`config.mk`:
```
export PLATFORM = sky130hd
export DESIGN_NAME = dcache_wb_controller
export DESIGN_NICKNAME = d
export VERILOG_FILES = /design/src/rtl/dcache_pkg.sv /design/src/rtl/dcache_wb_controller_watchdog.sv /design/src/rtl/dcache_wb_controller.sv
export SDC_FILE = /design/constraint.sdc
export NUM_CORES = 1
export LEC_CHECK = 0
export ABC_AREA = 1
export CAP_MARGIN = 25
export CELL_PAD_IN_SITES_DETAIL_PLACEMENT = 1
export CELL_PAD_IN_SITES_GLOBAL_PLACEMENT = 1
export CORE_AREA = 4 4 301 303
export CTS_CLUSTER_SIZE = 12
export DETAILED_ROUTE_END_ITERATION = 10
export DIE_AREA = 0 0 305 307
export HOLD_SLACK_MARGIN = 0.08
export PLACE_DENSITY_LB_ADDON = 0.08
export SLEW_MARGIN = 20
export SYNTH_ARGS = -nofsm -noshare
export SYNTH_HDL_FRONTEND = slang
export SYNTH_SLANG_ARGS = --single-unit
```
`constraint.sdc`:
```
create_clock -name clock_i -period 5.2 [get_ports clock_i]
set_input_delay 1.04 -clock clock_i [delete_from_list [all_inputs] [get_ports clock_i]]
set_output_delay 1.04 -clock clock_i [all_outputs]
set_load 0.01 [all_outputs]
```
`src/rtl/dcache_pkg.sv`:
```
// dcache_pkg: controller states, default cache geometry and the byte-merge helper
// shared by the write-hit and refill-merge paths of dcache_wb_controller.
package dcache_pkg;

    typedef enum logic [2:0] {
        S_IDLE,
        S_WRITEBACK,
        S_REFILL,
        S_FILL,
        S_DONE
    } state_e;

    localparam int DEF_ADDR_W      = 32;
    localparam int DEF_WORD_BYTES  = 4;
    localparam int DEF_BLOCK_BYTES = 16;
    localparam int OFFSET_W        = $clog2(DEF_BLOCK_BYTES);
    localparam int WORD_OFF_W      = $clog2(DEF_BLOCK_BYTES / DEF_WORD_BYTES);
    localparam int BLOCK_BITS      = 8 * DEF_BLOCK_BYTES;
    localparam int WORD_BITS       = 8 * DEF_WORD_BYTES;

    // The helper works on the widest supported geometry; callers cast to their own widths.
    localparam int MAX_BLOCK_BYTES = 256;
    localparam int MAX_WORD_BYTES  = 64;

    function automatic logic [8*MAX_BLOCK_BYTES-1:0] merge_word(
        input logic [8*MAX_BLOCK_BYTES-1:0] blk,
        input logic [8*MAX_WORD_BYTES-1:0]  data,
        input logic [MAX_WORD_BYTES-1:0]    be,
        input int                           word_bytes,
        input int                           word_idx
    );
        logic [8*MAX_BLOCK_BYTES-1:0] r;
        r = blk;
        for (int b = 0; b < MAX_WORD_BYTES; b++)
            if (b < word_bytes && be[b])
                r[8*(word_idx*word_bytes + b) +: 8] = data[8*b +: 8];
        return r;
    endfunction

endpackage

```
`src/rtl/dcache_wb_controller_watchdog.sv`:
```
// dcache_mem_watchdog: counts cycles spent waiting on memory and pulses timeout_o on the
// TIMEOUT-th cycle; TIMEOUT = 0 disables it.
module dcache_mem_watchdog #(
    parameter int TIMEOUT = 1024
) (
    input  logic clock_i,
    input  logic reset_i,
    input  logic clear_i,
    input  logic en_i,
    output logic timeout_o
);

    localparam int            CW    = TIMEOUT > 1 ? $clog2(TIMEOUT) : 1;
    localparam logic [CW-1:0] LIMIT = CW'(TIMEOUT > 0 ? TIMEOUT - 1 : 0);

    logic [CW-1:0] cnt_q, cnt_d;
    logic          active;

    assign active    = en_i && TIMEOUT != 0;
    assign cnt_d     = clear_i ? '0 : active ? cnt_q + CW'(1) : cnt_q;
    assign timeout_o = active && cnt_q == LIMIT;

    always_ff @(posedge clock_i) begin
        if (reset_i) cnt_q <= '0;
        else         cnt_q <= cnt_d;
    end

endmodule

```
`src/rtl/dcache_wb_controller.sv`:
```
// dcache_wb_controller: write-back, write-allocate direct-mapped L1 data-cache controller.
// Define DCACHE_STATS_EN to build the hit/miss/writeback counters; otherwise they read 0.
module dcache_wb_controller
    import dcache_pkg::*;
#(
    parameter int  ADDR_W      = DEF_ADDR_W,
    parameter int  WORD_BYTES  = DEF_WORD_BYTES,
    parameter int  BLOCK_BYTES = DEF_BLOCK_BYTES,
    parameter int  INDEX_W     = 6,
    parameter int  MEM_TIMEOUT = 1024,
    localparam int OFF_W       = $clog2(BLOCK_BYTES),
    localparam int TAG_W       = ADDR_W - INDEX_W - OFF_W,
    localparam int BA_W        = ADDR_W - OFF_W,
    localparam int WB          = 8 * WORD_BYTES,
    localparam int BB          = 8 * BLOCK_BYTES
) (
    input  logic                   clock_i,
    input  logic                   reset_i,
    input  logic                   ren_i,
    input  logic                   wen_i,
    input  logic [ADDR_W-1:0]      addr_i,
    input  logic [WORD_BYTES-1:0]  byteSelectVector_i,
    input  logic [WB-1:0]          din_i,
    input  logic                   cacheHit_i,
    input  logic                   cacheDirtyBit_i,
    input  logic [TAG_W-1:0]       cacheVictimTag_i,
    input  logic [BB-1:0]          cacheDout_i,
    input  logic                   memReadReady_i,
    input  logic                   memWriteDone_i,
    input  logic [BB-1:0]          memDout_i,
    output logic                   stall_o,
    output logic [WB-1:0]          dout_o,
    output logic [BA_W-1:0]        BlockAddr_o,
    output logic                   cacheEn_o,
    output logic                   cacheWen_o,
    output logic                   cacheFullWen_o,
    output logic                   cacheSetDirty_o,
    output logic [BLOCK_BYTES-1:0] cacheBytesAccess_o,
    output logic [BB-1:0]          cacheDin_o,
    output logic                   memRen_o,
    output logic                   memWen_o,
    output logic [BB-1:0]          memDin_o,
    output logic                   memErr_o,
    output logic [31:0]            hitCount_o,
    output logic [31:0]            missCount_o,
    output logic [31:0]            wbCount_o
);

    localparam int MB = 8 * MAX_BLOCK_BYTES;
    localparam int MW = 8 * MAX_WORD_BYTES;

    state_e                state_q, state_d;
    logic [ADDR_W-1:0]     addr_q;
    logic                  wr_q, err_q;
    logic [WB-1:0]         din_q;
    logic [WORD_BYTES-1:0] be_q;
    logic [TAG_W-1:0]      vtag_q;
    logic [BB-1:0]         vblk_q, fill_q;
    logic                  req, hit, miss, timeout, wd_en, wd_clear;
    int                    widx, widx_q;

    // Asserting both ren and wen is deliberately a no-op, and reset masks any request.
    assign req      = (ren_i ^ wen_i) && !reset_i;
    assign hit      = state_q == S_IDLE && req && cacheHit_i;
    assign miss     = state_q == S_IDLE && req && !cacheHit_i;
    assign widx     = int'(addr_i[OFF_W-1:0]) / WORD_BYTES;
    assign widx_q   = int'(addr_q[OFF_W-1:0]) / WORD_BYTES;
    assign wd_en    = state_q == S_WRITEBACK || state_q == S_REFILL;
    assign wd_clear = (state_d == S_WRITEBACK || state_d == S_REFILL) && state_d != state_q;
    assign memErr_o = err_q;

    dcache_mem_watchdog #(.TIMEOUT(MEM_TIMEOUT)) u_watchdog (
        .clock_i   (clock_i),
        .reset_i   (reset_i),
        .clear_i   (wd_clear),
        .en_i      (wd_en),
        .timeout_o (timeout)
    );

    always_comb begin
        state_d            = state_q;
        stall_o            = 1'b0;
        dout_o             = '0;
        BlockAddr_o        = addr_i[ADDR_W-1:OFF_W];
        cacheEn_o          = 1'b0;
        cacheWen_o         = 1'b0;
        cacheFullWen_o     = 1'b0;
        cacheSetDirty_o    = 1'b0;
        cacheBytesAccess_o = '0;
        cacheDin_o         = '0;
        memRen_o           = 1'b0;
        memWen_o           = 1'b0;
        memDin_o           = '0;
        case (state_q)
            S_IDLE: begin
                state_d            = miss ? (cacheDirtyBit_i ? S_WRITEBACK : S_REFILL) : S_IDLE;
                stall_o            = miss;
                cacheEn_o          = hit;
                cacheWen_o         = hit && wen_i;
                cacheSetDirty_o    = hit && wen_i;
                cacheBytesAccess_o = hit && wen_i ? BLOCK_BYTES'(byteSelectVector_i) << (WORD_BYTES * widx) : '0;
                cacheDin_o         = hit && wen_i ? BB'(merge_word('0, MW'(din_i), '1, WORD_BYTES, widx)) : '0;
                dout_o             = hit && ren_i ? WB'(cacheDout_i >> (WB * widx)) : '0;
            end
            S_WRITEBACK: begin
                state_d     = timeout ? S_IDLE : memWriteDone_i ? S_REFILL : S_WRITEBACK;
                stall_o     = 1'b1;
                memWen_o    = 1'b1;
                BlockAddr_o = {vtag_q, addr_q[OFF_W +: INDEX_W]};
                memDin_o    = vblk_q;
            end
            S_REFILL: begin
                state_d     = timeout ? S_IDLE : memReadReady_i ? S_FILL : S_REFILL;
                stall_o     = 1'b1;
                memRen_o    = 1'b1;
                BlockAddr_o = addr_q[ADDR_W-1:OFF_W];
            end
            S_FILL: begin
                state_d            = S_DONE;
                stall_o            = 1'b1;
                BlockAddr_o        = addr_q[ADDR_W-1:OFF_W];
                cacheEn_o          = 1'b1;
                cacheWen_o         = 1'b1;
                cacheFullWen_o     = 1'b1;
                cacheBytesAccess_o = '1;
                cacheDin_o         = fill_q;
                cacheSetDirty_o    = wr_q;
            end
            S_DONE: begin
                state_d = S_IDLE;
                dout_o  = WB'(fill_q >> (WB * widx_q));
            end
            default: state_d = S_IDLE;
        endcase
    end

    always_ff @(posedge clock_i) begin
        if (reset_i) begin
            state_q <= S_IDLE;
            addr_q  <= '0;
            wr_q    <= 1'b0;
            din_q   <= '0;
            be_q    <= '0;
            vtag_q  <= '0;
            vblk_q  <= '0;
            fill_q  <= '0;
            err_q   <= 1'b0;
        end else begin
            state_q <= state_d;
            if (miss) begin
                addr_q <= addr_i;
                wr_q   <= wen_i;
                din_q  <= din_i;
                be_q   <= byteSelectVector_i;
                vtag_q <= cacheVictimTag_i;
                vblk_q <= cacheDout_i;
            end
            if (state_q == S_REFILL && memReadReady_i && !timeout)
                fill_q <= wr_q ? BB'(merge_word(MB'(memDout_i), MW'(din_q), MAX_WORD_BYTES'(be_q), WORD_BYTES, widx_q))
                               : memDout_i;
            if (timeout)
                err_q <= 1'b1;
        end
    end

`ifdef DCACHE_STATS_EN
    logic [31:0] hits_q, misses_q, wbs_q;

    always_ff @(posedge clock_i) begin
        if (reset_i) begin
            hits_q   <= '0;
            misses_q <= '0;
            wbs_q    <= '0;
        end else begin
            if (hit && hits_q != '1)
                hits_q <= hits_q + 32'd1;
            if (miss && misses_q != '1)
                misses_q <= misses_q + 32'd1;
            if (miss && cacheDirtyBit_i && wbs_q != '1)
                wbs_q <= wbs_q + 32'd1;
        end
    end

    assign hitCount_o  = hits_q;
    assign missCount_o = misses_q;
    assign wbCount_o   = wbs_q;
`else
    assign hitCount_o  = '0;
    assign missCount_o = '0;
    assign wbCount_o   = '0;
`endif

endmodule

```
==> results of run 1 <==
==> state kept, by name (all words and copies together) (netlist names) <==
signal            cells
fill_q              128
memErr_o              1
din_q                32
u_watchdog.cnt_q     10
vtag_q               22
addr_q               30
state_q               3
be_q                  4
vblk_q              128
wr_q                  1
==> logic make-up (layout without fill, tap and decap cells) <==
family | after synthesis | after routing | share of synthesized area [%]
other | 1 | 109 | 0.0185
multiplexers | 1 | 1 | 0.0494
buffers and inverters | 642 | 1131 | 14.0
AND/OR/NAND/NOR | 777 | 777 | 15.7
flip-flops | 359 | 359 | 35.4
XOR/XNOR | 8 | 8 | 0.346
AO/OA/AOI/OAI | 1265 | 1265 | 33.7
adder cells (fa/ha/maj) | 11 | 11 | 0.679
==> worst paths after layout <==
path	cells after the start	slack [ns]	from	end
setup / recovery	10	0.27	wen_i	cacheDin_o[104]
hold / removal	2	0.45	addr_q[5]	addr_q[5]
setup reg to reg	8	1.50	addr_q[2]	fill_q[20]
hold reg to reg	2	0.45	addr_q[5]	addr_q[5]
==> per-layer routing <==
metal / vias up / GRT usage (%) / routed length [um]
met3: 140 / 5.13 / 8560
met2: 838 / 45.9 / 63500
met5: - / 0 / 73
met4: 12 / 7.42 / 3650
li1: 11300 / - / -
met1: 12100 / 33.9 / 55700
==> metrics by stage <==
step	setup slack [ns]	util [%]	hold WS [ns]	instances
after global routing	0.142	33.5	0.469	4822
after detailed placement	0.229	31.7	0.447	4724
after floorplan	1.15	-	0.425	3159
after global placement	0.238	31.7	0.437	4722
after CTS	0.220	33.5	0.456	4812
final	0.270	33.5	0.452	4826
==> power groups by stage <==
stage	Sequential (mW)	Combinational (mW)	Clock, mW
after floorplan	3.00	0.722	0
after global placement	3.04	1.42	0
after detailed placement	3.04	1.44	0
after CTS	2.98	1.44	3.47
after global routing	3.00	1.56	3.57
final	2.99	1.44	3.37
==> critical path, cell delays in order <==
cell             delay [ns]
clkdlybuf4s50_1        0.54
nor2_1                 0.08
nor2_2                 0.14
nand2_2                0.09
nor2_2                 0.12
nand2_1                0.14
clkinv_4               0.16
nand3_2                0.38
o21ai_0                0.56
clkdlybuf4s50_1        0.63
==> final cells by class <==
cell class | count | area [um^2]
Tap cell | 1165 | 1460
Clock inverter | 7 | 92.6
Inverter | 293 | 1120
Fill cell | 10800 | 58500
Sequential cell | 359 | 7190
Multi-Input combinational cell | 2158 | 10600
Timing Repair Buffer | 750 | 7470
Clock buffer | 81 | 1470
Antenna cell | 13 | 32.5
==> synthesized netlist by cell type (3+ instances only) <==
master	n
inv_1	282
xor2_1	6
a32o_1	32
a31oi_1	3
nand3_1	86
clkinv_1	4
o31ai_1	24
buf_1	12
nor2_1	225
nand4_1	10
buf_4	97
o21ai_2	10
o211ai_1	22
dfxtp_1	359
o22ai_1	59
a211oi_1	7
nor3_1	14
inv_2	6
o21a_1	6
nand2_1	424
nand4_4	3
ha_1	11
clkbuf_1	206
a21oi_1	411
o21ai_0	666
nand2_2	4
o22ai_2	6
o21ai_1	10
buf_2	32
a32oi_1	8
==> placed cells by master, fill, tap and decap left out, types with 4 or more instances in the layout <==
cell	Yosys	routed
a211oi_1	7	7
a21oi_1	411	411
a32o_1	32	32
a32oi_1	8	8
buf_12	0	9
buf_4	97	51
clkbuf_1	206	20
clkbuf_16	0	49
clkbuf_8	0	12
clkdlybuf4s50_1	0	688
conb_1	1	96
dfxtp_1	359	357
diode_2	0	13
ha_1	11	11
inv_1	282	280
inv_2	6	6
nand2_1	424	423
nand2_2	4	4
nand3_1	86	85
nand4_1	10	10
nor2_1	225	224
nor3_1	14	13
o211ai_1	22	22
o21a_1	6	6
o21ai_0	666	666
o21ai_1	10	10
o21ai_2	10	10
o22ai_1	59	59
o22ai_2	6	6
o31ai_1	24	24
xor2_1	6	6
==> results.ini, run 1 <==
[synth]
avgSynthCellArea_um2=6.62
synth_ff_type=dfxtp_1
yosysWarnings=0
synth_edf_count=0
yosysTopAreaCellShare_pct=35.4
synth_area_leader_cell=dfxtp_1
async_flop_share_pct=0
netlist_instances=3064
synth_area_leaders=dfxtp_1 (35%), o21ai_0 (16%), a21oi_1 (10%)
synth_area_mm2=0.0203
synth_seq_cells=359
post_synth_num_cell_types=44
ys_seq_area_share_pct=35.4

[finish]
nNetsFinal=3975
layout-drive-gt1-share_pct=4.88
area_delta_synth_final_pct=45.3
stdcell_area_mm2=0.0295

[cts]
clock-sinks=359
postCtsSetupBuffers=0
cts-hold-fix-buffers=0
cts_buffers=48
cts_buffer_depth=3
cts_tree=yes
htree_levels=2
cts_resized=0
clk_pin_slew_ns=0.05
cts-root-buf=clkbuf_16
clk_latency_ns=0.59

[routing]
via_per_inst=5.04
num_vias=24300
routedWlPerCell_um=27.2
dr.pass1.iters=7
drt_first_iter_violations=1867
wl_um=131000
drc=0
antenna_left=0

[placed_design]
gp_congestion=0.894
post-dp-hpwl_um=100000
placed_area_mm2=0.0279
port_buffers=691

[worst_setup_path]
startpoint_type=input pin
worst-setup-path-type=in -> out
critPathMaxFanout=10
critPathRequiredTime_ns=4.16
cp-end-kind=output port
arrival_ns=3.89

[global_routing]
grt_max_degree=183
track_usage_pct=26.6
grt_first_pass_wirelength_um=185000
antenna_found_initial=24
grt-ovfl-total=0
grt_pass1_vias=24600

[die]
fp.dieArea_mm2=0.0936
die_width_um=305
core_area_mm2=0.0880
io_pins=790
initial_core_util_pct=23.0
fp-row-count=109
fp.dieH_um=307

[worst_hold_path]
worstHoldPathType=reg -> reg

[power_and_ir_drop]
swShare_pct=29.9
switchingPower_mw=2.33
clockPowerShare_pct=43.2
p_seq_share_pct=38.3
p_leak_nw=10.1
total_power_mw=7.79
p_comb_share_pct=18.5
ir_drop_mv=0.200
p_per_area_mw_per_mm2=264
p_int_mw=5.46

[timing]
finalCritPeriodShare_pct=94.8
finalCriticalPeriod_ns=4.93
slew_violations=0
slew_headroom_pct=33.1
setup_tns_ns=0
hold_violations=0
fmaxAchievable_ghz=0.203
worst_pin_slew_ns=1.00
rsz0062_at_grt=no
fin_worst_skew_ns=0.0283
setup_viol=0

[outcome]
status=finished, final reports clean

[job]
maxCapViolCount=0

Note: power is estimated with default switching activity, not from simulation.
==> run 2: changes to the inputs <==
Settings changed: ABC_AREA 1 to 0, CORE_AREA 4 4 301 303 to 4 4 307 309, DIE_AREA 0 0 305 307 to 0 0 311 313.
==> run 2 against run 1 <==
Sequential cell count unchanged. Sequential power about the same. Setup slack better by 0.080 ns. Global-route usage down 4.5 points. Highest routed layer unchanged. Largest cell class unchanged. Routed wire length down 14%. Cell area up 0.81%. Fmax up 1.6%.
==> results.ini, run 2 <==
[synth]
netlist_instances=2479  ; -19%
synth-xor-area-share_pct=0.470  ; +0.12 points
synth_mux_area_share_pct=7.37  ; +7.3 points
synth_area_mm2=0.0205  ; +0.99%
synth_adder_area_share_pct=0.672  ; -0.0067 points
avgSynthCellArea_um2=8.26  ; +25%
synth_edf_count=0  ; unchanged
synth_most_common_cell=nand2_1
synth_top_family_by_area=compound AO/OA/AOI/OAI gates
synth_seq_cells=359  ; unchanged
synth_area_leaders=dfxtp_1 (35%), nand2_1 (10%), a311oi_2 (7.0%)
ys_seq_area_share_pct=35.1  ; -0.35 points
synthTopCellsByCount=nand2_1 (558), dfxtp_1 (359), a21oi_1 (221)
synth-compound-area-share_pct=24.7  ; -9.1 points
synth-simple-area-share_pct=22.2  ; +6.5 points
yosysTopAreaCellShare_pct=35.1  ; -0.35 points
post_synth_num_cell_types=51  ; +16%
synth_area_leader_cell=dfxtp_1
synth_ff_type=dfxtp_1
async_flop_share_pct=0  ; unchanged
yosysWarnings=0  ; unchanged

[finish]
area_delta_synth_final_pct=45.1
nNetsFinal=3397  ; -15%
most-common-layout-cells=clkdlybuf4s50_1 (688), nand2_1 (558), dfxtp_1 (356), a21oi_1 (221), nand3_1 (150)
final_common_cell=clkdlybuf4s50_1
layout.cells.non_filler=4272  ; -11%
stdcell_area_mm2=0.0297  ; +0.81%
top_regs=fill_q (128), vblk_q (128), din_q (32)
layout-drive-gt1-share_pct=11.5  ; +6.6 points
fin_util_pct=32.5  ; -0.99 points

[die]
fp.dieH_um=313  ; +2.0%
io_pins=790  ; unchanged
fp.dieArea_mm2=0.0973  ; +4.0%
initial_core_util_pct=22.4  ; -0.64 points
core_area_mm2=0.0914  ; +3.9%
die_width_um=311  ; +2.0%
fp-row-count=111  ; +1.8%

[global_routing]
grt_max_degree=172  ; -6.0%
grt_pass1_vias=22100  ; -10%
grt-ovfl-total=0  ; unchanged
grt_first_pass_wirelength_um=161000  ; -13%
antenna_found_initial=42  ; +75%
track_usage_pct=22.1  ; -4.5 points

[timing]
setup_tns_ns=0  ; unchanged
finalCriticalPeriod_ns=4.85  ; -0.0799 ns
finalCritPeriodShare_pct=93.3  ; -1.5 points
setup_viol=0  ; unchanged
rsz0062_at_grt=no
slew_headroom_pct=23.7  ; -9.4 points
slew_violations=0  ; unchanged
worst_pin_slew_ns=1.14  ; +0.141 ns
hold_violations=0  ; unchanged
fin_worst_skew_ns=0.0187  ; -0.00961 ns
fmaxAchievable_ghz=0.206  ; +1.6%

[worst_setup_path]
critPathRequiredTime_ns=4.16  ; about the same
cp_slowest_stage_delay_ns=0.61  ; -0.02 ns
slowest_stage=and3_1
crit_chain=clkdlybuf4s50_1 -> xor2_1 -> and3_1 -> and3_1 -> and3_1 -> a22o_1 -> clkdlybuf4s50_1
worst-path-buf-inv=2  ; -1
path_delay_family=simple AND/OR/NAND/NOR gates
crit_path_frequent_cell=and3_1
worst-setup-path-type=in -> out
critPathMaxFanout=8  ; -2
crit_start=ren_i
startpoint_type=input pin
cp-end-kind=output port
r2r-start=addr_q[2]
arrival_ns=3.81  ; -0.08 ns

[power_and_ir_drop]
p_seq_share_pct=39.7  ; +1.4 points
p_comb_share_pct=15.7  ; -2.8 points
clockPowerShare_pct=44.7  ; +1.5 points
swShare_pct=28.3  ; -1.6 points
p_per_area_mw_per_mm2=252  ; -4.7%
switchingPower_mw=2.12  ; -9.2%
p_leak_nw=10.7  ; +5.4%
ir_drop_mv=0.281  ; +40%
p_int_mw=5.37  ; -1.6%

[routing]
via_per_inst=4.96  ; -1.5%
routedWlPerCell_um=26.5  ; -2.5%
dr.pass1.iters=5  ; -2
drc=0  ; unchanged
antenna_left=0  ; unchanged
num_vias=21200  ; -13%
drt_first_iter_violations=1412  ; -24%
wl_um=113000  ; -14%

[cts]
clk_latency_ns=0.60  ; about the same
cts-hold-fix-buffers=0  ; unchanged
cts-root-buf=clkbuf_16
postCtsSetupBuffers=0  ; unchanged
cts_buffers=48  ; unchanged
cts_buffer_depth=3  ; unchanged
clock-sinks=359  ; unchanged
cts_resized=0  ; unchanged
htree_levels=2  ; unchanged
cts_tree=yes
clk_pin_slew_ns=0.05  ; about the same

[placed_design]
dp_cells=4167  ; -12%
placed_area_mm2=0.0281  ; +0.73%
gp_congestion=0.830  ; -7.2%
port_buffers=691  ; unchanged
post-dp-hpwl_um=82700  ; -17%

[outcome]
status=finished, final reports clean

[job]
maxCapViolCount=0  ; unchanged

[worst_hold_path]
worstHoldPathType=reg -> reg
hold_start=vblk_q[46]

-- run 2: final timing paths --
path	end	slack, ns	depth (start not counted)
worst max-delay path	cacheDin_o[103]	0.35	7
worst min-delay path	vblk_q[46]	0.45	2
worst max register to register	fill_q[4]	1.93	5
worst min register to register	vblk_q[46]	0.45	2
-- run 2: power by group through the flow --
stage	clock [mW]	combinational, mW	sequential, mW
6_report	3.34	1.17	2.97
3_3_place_gp	0	1.16	3.03
2_1_floorplan	0	0.631	2.97
5_1_grt	3.57	1.26	2.98
3_5_place_dp	0	1.18	3.03
4_1_cts	3.47	1.18	2.97
-- run 2: cells by family (layout without fill, tap and decap cells) --
group | count (synthesis) | after routing
compound gates | 623 | 623
xor+xnor | 11 | 11
fa+ha+maj | 11 | 11
buf+inv | 375 | 867
flops | 359 | 359
mux | 70 | 70
other cells | 1 | 116
simple gates | 1029 | 1029
-- run 2: tightest hold or removal path: cells and delay by family (launching register included) --
kind,cells,cell delay (ns)
AO/OA/AOI/OAI,1,0.05
AND/OR/NAND/NOR,1,0.05
flip-flops,1,0.30
-- run 2: layout make-up --
| class | count | area (um^2) |
|---|---|---|
| sequential | 359 | 7190 |
| tap | 1186 | 1480 |
| clock buffer | 70 | 1400 |
| clock inverter | 14 | 153 |
| timing repair buffer | 745 | 7530 |
| inverter | 38 | 144 |
| fill | 10600 | 61700 |
| multi-input combinational | 1840 | 11700 |
| antenna | 20 | 50.0 |
-- run 2: stage by stage --
| step | worst slack [ns] | power (mW) | hold WS, ns |
|---|---|---|---|
| 6_report | 0.350 | 7.49 | 0.449 |
| 5_1_grt | 0.235 | 7.81 | 0.469 |
| 3_5_place_dp | 0.336 | 4.21 | 0.442 |
| 4_1_cts | 0.313 | 7.62 | 0.451 |
| 3_3_place_gp | 0.404 | 4.18 | 0.437 |
| 2_1_floorplan | 1.30 | 3.60 | 0.432 |
-- run 2: routing by layer --
metal  wire [um]  up-vias  track usage (%)
met5         204        -                0
met4        2320       34             5.51
met3        7810      136             6.39
met2       54200      668             37.4
met1       48800    10600             27.6
li1            -     9759                -
